### src/rtl/dds_pkg.sv
// -----------------------------------------------------------------------------
// dds_pkg
// Shared definitions for the DDS phase accumulator slice.
//   ACC_W_DEF  : default accumulator / tuning word width
//   ADDR_W_DEF : default quarter-wave LUT address width
//   quad_e     : quadrant encoding taken from the two phase MSBs
// -----------------------------------------------------------------------------
package dds_pkg;

  localparam int ACC_W_DEF  = 24;
  localparam int ADDR_W_DEF = 8;

  // Q0: rising positive, Q1: falling positive,
  // Q2: falling negative, Q3: rising negative
  typedef enum logic [1:0] {
    Q0 = 2'd0,
    Q1 = 2'd1,
    Q2 = 2'd2,
    Q3 = 2'd3
  } quad_e;

endpackage

### src/rtl/dds_quad_fold.sv
// -----------------------------------------------------------------------------
// dds_quad_fold
// Folds the top bits of a phase word onto a quarter-wave sine table.
//   i_quad_bits : phase MSBs, {quadrant[1:0], table index[ADDR_W-1:0]}
//   o_addr      : table address, mirrored in the falling quadrants (Q1, Q3)
//   o_neg       : sample belongs to the negative half-cycle (Q2, Q3)
// Purely combinational; the caller passes only the bits that matter so no
// phase bits below the table resolution reach this block.
// -----------------------------------------------------------------------------
module dds_quad_fold
  import dds_pkg::*;
#(
  parameter int ADDR_W = ADDR_W_DEF
) (
  input  logic [ADDR_W+1:0] i_quad_bits,
  output logic [ADDR_W-1:0] o_addr,
  output logic              o_neg
);

  quad_e             w_quad;
  logic [ADDR_W-1:0] w_idx;

  assign w_quad = quad_e'(i_quad_bits[ADDR_W+1 -: 2]);
  assign w_idx  = i_quad_bits[ADDR_W-1:0];

  always_comb begin
    o_addr = w_idx;
    o_neg  = 1'b0;
    case (w_quad)
      Q0: begin o_addr = w_idx;  o_neg = 1'b0; end
      Q1: begin o_addr = ~w_idx; o_neg = 1'b0; end
      Q2: begin o_addr = w_idx;  o_neg = 1'b1; end
      Q3: begin o_addr = ~w_idx; o_neg = 1'b1; end
      default: begin o_addr = w_idx; o_neg = 1'b0; end
    endcase
  end

endmodule

### src/rtl/dds_phase_accum.sv
// -----------------------------------------------------------------------------
// dds_phase_accum
// DDS phase accumulator advanced on rising edges of a divided sample tick.
//   clk_in           : system clock, rising edge
//   rst_in           : asynchronous active-high reset
//   tick_in          : divided sample clock; each rising edge is one strobe
//   run_in           : accumulation enable
//   clr_in           : synchronous accumulator clear (overrides a strobe)
//   fcw_in/fcw_valid : tuning word offer
//   fcw_ready        : high while no tuning word is pending
//   phase_out        : accumulator value
//   lut_addr_out     : folded quarter-wave LUT address
//   lut_neg_out      : negative half-cycle flag
//   sample_valid_out : one-cycle pulse per accumulated sample
//   wrap_out         : one-cycle pulse when that sample overflowed
// A new tuning word waits in a one-deep pending slot and becomes active at the
// next strobe (that strobe already uses it). ACC_W must be >= ADDR_W + 2.
// -----------------------------------------------------------------------------
module dds_phase_accum
  import dds_pkg::*;
#(
  parameter int ACC_W  = ACC_W_DEF,
  parameter int ADDR_W = ADDR_W_DEF
) (
  input  logic              clk_in,
  input  logic              rst_in,
  input  logic              tick_in,
  input  logic              run_in,
  input  logic              clr_in,
  input  logic [ACC_W-1:0]  fcw_in,
  input  logic              fcw_valid,
  output logic              fcw_ready,
  output logic [ACC_W-1:0]  phase_out,
  output logic [ADDR_W-1:0] lut_addr_out,
  output logic              lut_neg_out,
  output logic              sample_valid_out,
  output logic              wrap_out
);

  logic             r_tick_q;
  logic             r_pend_vld;
  logic [ACC_W-1:0] r_pend_word;
  logic [ACC_W-1:0] r_active;
  logic [ACC_W-1:0] r_acc;
  logic             r_vld_p1;
  logic             r_wrap_p1;

  logic             w_strobe;
  logic             w_xfer;
  logic [ACC_W-1:0] w_fcw_use;
  logic [ACC_W:0]   w_add;

  // ---- stage p0: strobe detect, handshake, word select, addition ----
  assign w_strobe  = tick_in & ~r_tick_q;
  assign w_xfer    = fcw_valid & ~r_pend_vld;
  // A pending word is consumed by the very strobe that activates it.
  assign w_fcw_use = r_pend_vld ? r_pend_word : r_active;
  assign w_add     = {1'b0, r_acc} + {1'b0, w_fcw_use};

  always_ff @(posedge clk_in or posedge rst_in) begin
    if (rst_in) begin
      // tick_q starts high so a tick already high at release is not a strobe
      r_tick_q    <= 1'b1;
      r_pend_vld  <= 1'b0;
      r_pend_word <= '0;
      r_active    <= '0;
      r_acc       <= '0;
      r_vld_p1    <= 1'b0;
      r_wrap_p1   <= 1'b0;
    end else begin
      r_tick_q  <= tick_in;
      r_vld_p1  <= 1'b0;
      r_wrap_p1 <= 1'b0;

      // Pending word moves to active on any strobe, even when not running.
      if (w_strobe && r_pend_vld) begin
        r_active   <= r_pend_word;
        r_pend_vld <= 1'b0;
      end

      // Transfer only happens with the slot empty, so it never collides
      // with the clear above.
      if (w_xfer) begin
        r_pend_vld  <= 1'b1;
        r_pend_word <= fcw_in;
      end

      if (clr_in) begin
        r_acc <= '0;
      end else if (w_strobe && run_in) begin
        r_acc     <= w_add[ACC_W-1:0];
        r_vld_p1  <= 1'b1;
        r_wrap_p1 <= w_add[ACC_W];
      end
    end
  end

  // ---- stage p1: registered phase, folding and pulses ----
  assign phase_out        = r_acc;
  assign fcw_ready        = ~r_pend_vld;
  assign sample_valid_out = r_vld_p1;
  assign wrap_out         = r_wrap_p1;

  dds_quad_fold #(
    .ADDR_W (ADDR_W)
  ) u_fold (
    .i_quad_bits (r_acc[ACC_W-1 -: ADDR_W+2]),
    .o_addr      (lut_addr_out),
    .o_neg       (lut_neg_out)
  );

endmodule

### config.mk
export PLATFORM = sky130hd
export DESIGN_NAME = dds_phase_accum
export DESIGN_NICKNAME = d
export VERILOG_FILES = /design/src/rtl/dds_pkg.sv /design/src/rtl/dds_quad_fold.sv /design/src/rtl/dds_phase_accum.sv
export SDC_FILE = /design/constraint.sdc
export NUM_CORES = 1
export LEC_CHECK = 0
export BUFFER_PORTS_ARGS = -buffer_cell sky130_fd_sc_hd__buf_4
export CAP_MARGIN = 15
export CORE_UTILIZATION = 49
export DETAILED_ROUTE_END_ITERATION = 6
export GPL_ROUTABILITY_DRIVEN = 1
export PLACE_DENSITY_LB_ADDON = 0.15
export SLEW_MARGIN = 25
export SYNTH_ARGS = -nofsm -noshare
export SYNTH_HDL_FRONTEND = slang
export SYNTH_SLANG_ARGS = --single-unit
### constraint.sdc
create_clock -name clk_in -period 4.23 [get_ports clk_in]
set_input_delay 0.423 -clock clk_in [delete_from_list [all_inputs] [get_ports clk_in]]
set_output_delay 0.423 -clock clk_in [all_outputs]
set_load 0.01 [all_outputs]
==> impl_metrics.toml <==
[status]
outcome = "finished clean"

[worst_setup_path]
cpMaxStageDelayCell = "dfrtp_1"
crit_required_ns = 4.48
r2r_setup_slack_ns = 0.60
cp_cell_sequence = "buf_4, mux2_2, ha_1, and3_2, a221o_1, a211oi_2, nor2_1, or4_1, a32o_1"
crit_end = "phase_out[22]$_DFFE_PP0P_"
crit_start = "r_pend_vld$_DFFE_PP0P_"
r2r_end = "phase_out[22]$_DFFE_PP0P_"
cp-start-kind = "flip-flop"
cp.arrival_ns = 3.87
path_class = "flip-flop to flip-flop"
crit_path_end_kind = "flip-flop"
r2r_cells = 9
max_stage_delay_ns = 0.68
r2r_start = "r_pend_vld$_DFFE_PP0P_"
critPathMaxFanout = 17

[synth]
yosysWarnings = 0
syn-num-nets = 460
async_flop_share_pct = 100
synth_ff_type = "dfrtp_1"
ys_top_cells_by_count = "dfrtp_1 (75), mux2_2 (72), nand2_1 (35)"
ys_seq_area_share_pct = 42.9
syn_inst = 405
synthesis.area_sq_um = 4430
ys_seq_elements = 76
postSynthAreaPerCell_sq_um = 10.9
synth_edf_count = 0
yosys-top-cells-area = "dfrtp_1 (42%), mux2_2 (18%), ha_1 (6.8%), nand2_1 (3.0%), o21ai_0 (2.5%)"
netlist.area_leader.share_pct = 42.3
yosysTopAreaCell = "dfrtp_1"
post-synth-top-count-cell = "dfrtp_1"
synth.distinct_cells = 61

[floorplanning]
start_util_pct = 50.8
core_sq_um = 8720
rows = 34
die-height_microns = 97.1
ios = 66
die-area_sq_um = 9430
die_w_microns = 97.1

[timing]
fin_ws_ns = 0.602
grt_setup_unrepaired = "no"
hold_viol = 0
fmax_mhz = 276
tns_ns = 0
finalCritPeriodShare_pct = 85.8
tightest_slew_ns = 0.878
relSlewSlack_pct = 41.4
drv_slew = 0
fin_skew_ns = 0.0127
finalCriticalPeriod_ns = 3.63
finalSetupViolCount = 0

[routing]
drt-met1-wl_mm = 4.57
dr_total_vias = 3299
firstDrtPassIters = 4
drt-vias-per-instance = 5.70
routed_wl_mm = 9.46
topRoutingLayerUsed = "met4"
wl_met2_mm = 4.34
drc = 0
dr_wl_met3_microns = 410
avgRoutedWirePerCell_microns = 16.3
drt.antenna.violating_nets = 0
drtIter0Drc = 141

[clocking]
clk-insertion-delay-late_ns = 0.36
holdBufCountCts = 0
cts.sinks = 76
root_buffer = "clkbuf_8"
numCtsBuffers = 9
cts_resized = 0
postCtsSetupBuffers = 0
htreeDepth = 3
clk_pin_slew_ns = 0.09
clockBufferDepth = 2
cts_tree = "yes"

[layout]
layoutNonFillerInstCount = 579
antenna_cells = 0
multi_input_area_sq_um = 2420
fillers = 765
seqCellArea_sq_um = 1900
fin_nets = 521
syn_to_final_growth_pct = 18.1
drive_gt1_share_pct = 36.1
final_util_pct = 60.1

[grt]
track_usage_pct = 21.9
grt_max_degree = 42
grt_overflow = 0
antenna_found_initial = 0
grt_first_pass_wirelength_mm = 16.6
grt_pass1_vias = 3372

[placed_design]
place.port_buffers = 65
gp_congestion = 0.841
dpl_worst_slack_ns = 0.632
hpwl_mm = 6.74
place_inst = 563

[worst_hold_path]
hp-class = "input port to flip-flop"

[power_and_ir_drop]
pwr_density_cell_nw_per_um2 = 509
cellLeakagePower_uw = 0.00249
ir_drop_mv = 0.205

[flow_run]
drv_cap = 0
## metrics by stage
stage	cell area [sq um]	total power, uW	hold slack (ns)
3_5_place_dp	5010	2040	0.490
4_1_cts	5240	2690	0.152
3_3_place_gp	5000	2010	0.485
2_1_floorplan	4430	1770	0.427
6_report	5240	2670	0.167
5_1_grt	5240	2850	0.141
## registers in the layout, summed over array words and instances (netlist names)
signal	flops
wrap_out	1
phase_out	24
r_pend_vld	1
r_tick_q	1
sample_valid_out	1
r_pend_word	24
r_active	24
## kinds of logic after synthesis
family                     count (synthesis)  synth area share [%]
adders and majority gates                 25                  7.22
buffers and inverters                     29                  2.93
and+or+nand+nor                           91                  9.79
muxes                                     76                  19.2
xor gates and xnor gates                  19                  3.75
DFF                                       76                  42.9
AOI/OAI and AO/OA                         89                  14.2
## report_power, final
group          switching (uW)  leakage (uW)  internal, uW
sequential                127      0.000943           912
clock                     289      0.000113           353
combinational             490       0.00144           494
## worst min-delay path by stage
stage | startpoint | end | slack (ns) | cells after the start
after floorplan | tick_in | r_tick_q$_DFF_PP1_ | 0.43 | 0
after global routing | tick_in | r_tick_q$_DFF_PP1_ | 0.14 | 1
after CTS | tick_in | r_tick_q$_DFF_PP1_ | 0.15 | 1
after global placement | r_active[9]$_DFFE_PP0P_ | r_active[9]$_DFFE_PP0P_ | 0.49 | 1
after detailed placement | r_active[0]$_DFFE_PP0P_ | r_active[0]$_DFFE_PP0P_ | 0.49 | 1
final | tick_in | r_tick_q$_DFF_PP1_ | 0.17 | 1
## metal layers
metal	vias up	global-route usage, %
met5	-	0
met4	0	8.27
met3	13	3.88
met2	72	34.0
met1	1602	30.8
li1	1612	-
## area by class of cell
cell class,instances,share of cell area (%)
clock buffers,10,2.63
clock inverters,6,1.79
inverters,11,0.788
multi-input cells,300,46.1
flip-flops and latches,76,36.3
well taps,108,2.58
repair buffers,68,9.74
## worst max-delay path, delay by kind of cell (launching register included)
| family | cells | cell delay, ns |
|---|---|---|
| AND/OR/NAND/NOR | 3 | 0.84 |
| buffers and inverters | 1 | 0.36 |
| flip-flops | 1 | 0.68 |
| AO/OA/AOI/OAI | 3 | 0.87 |
| adder cells (fa/ha/maj) | 1 | 0.40 |
| multiplexers | 1 | 0.36 |
## cell usage in the layout, fill, tap and decap left out, types with 3 or more instances in the layout
cell type	n
mux2_2	72
xor2_1	12
nand4_1	4
o21ai_0	22
or4_1	3
xnor2_1	7
a31oi_1	3
a21oi_1	16
mux2i_1	4
nor2_1	14
buf_4	68
clkbuf_8	10
o31ai_1	3
dfrtp_1	75
nand2_1	34
nand3_1	14
nor3_1	5
a21o_1	8
ha_1	24
a32o_1	3
inv_1	9
and2_1	4
o21a_1	3
a21oi_4	3
No activity file was read; power rests on OpenSTA's default activity.
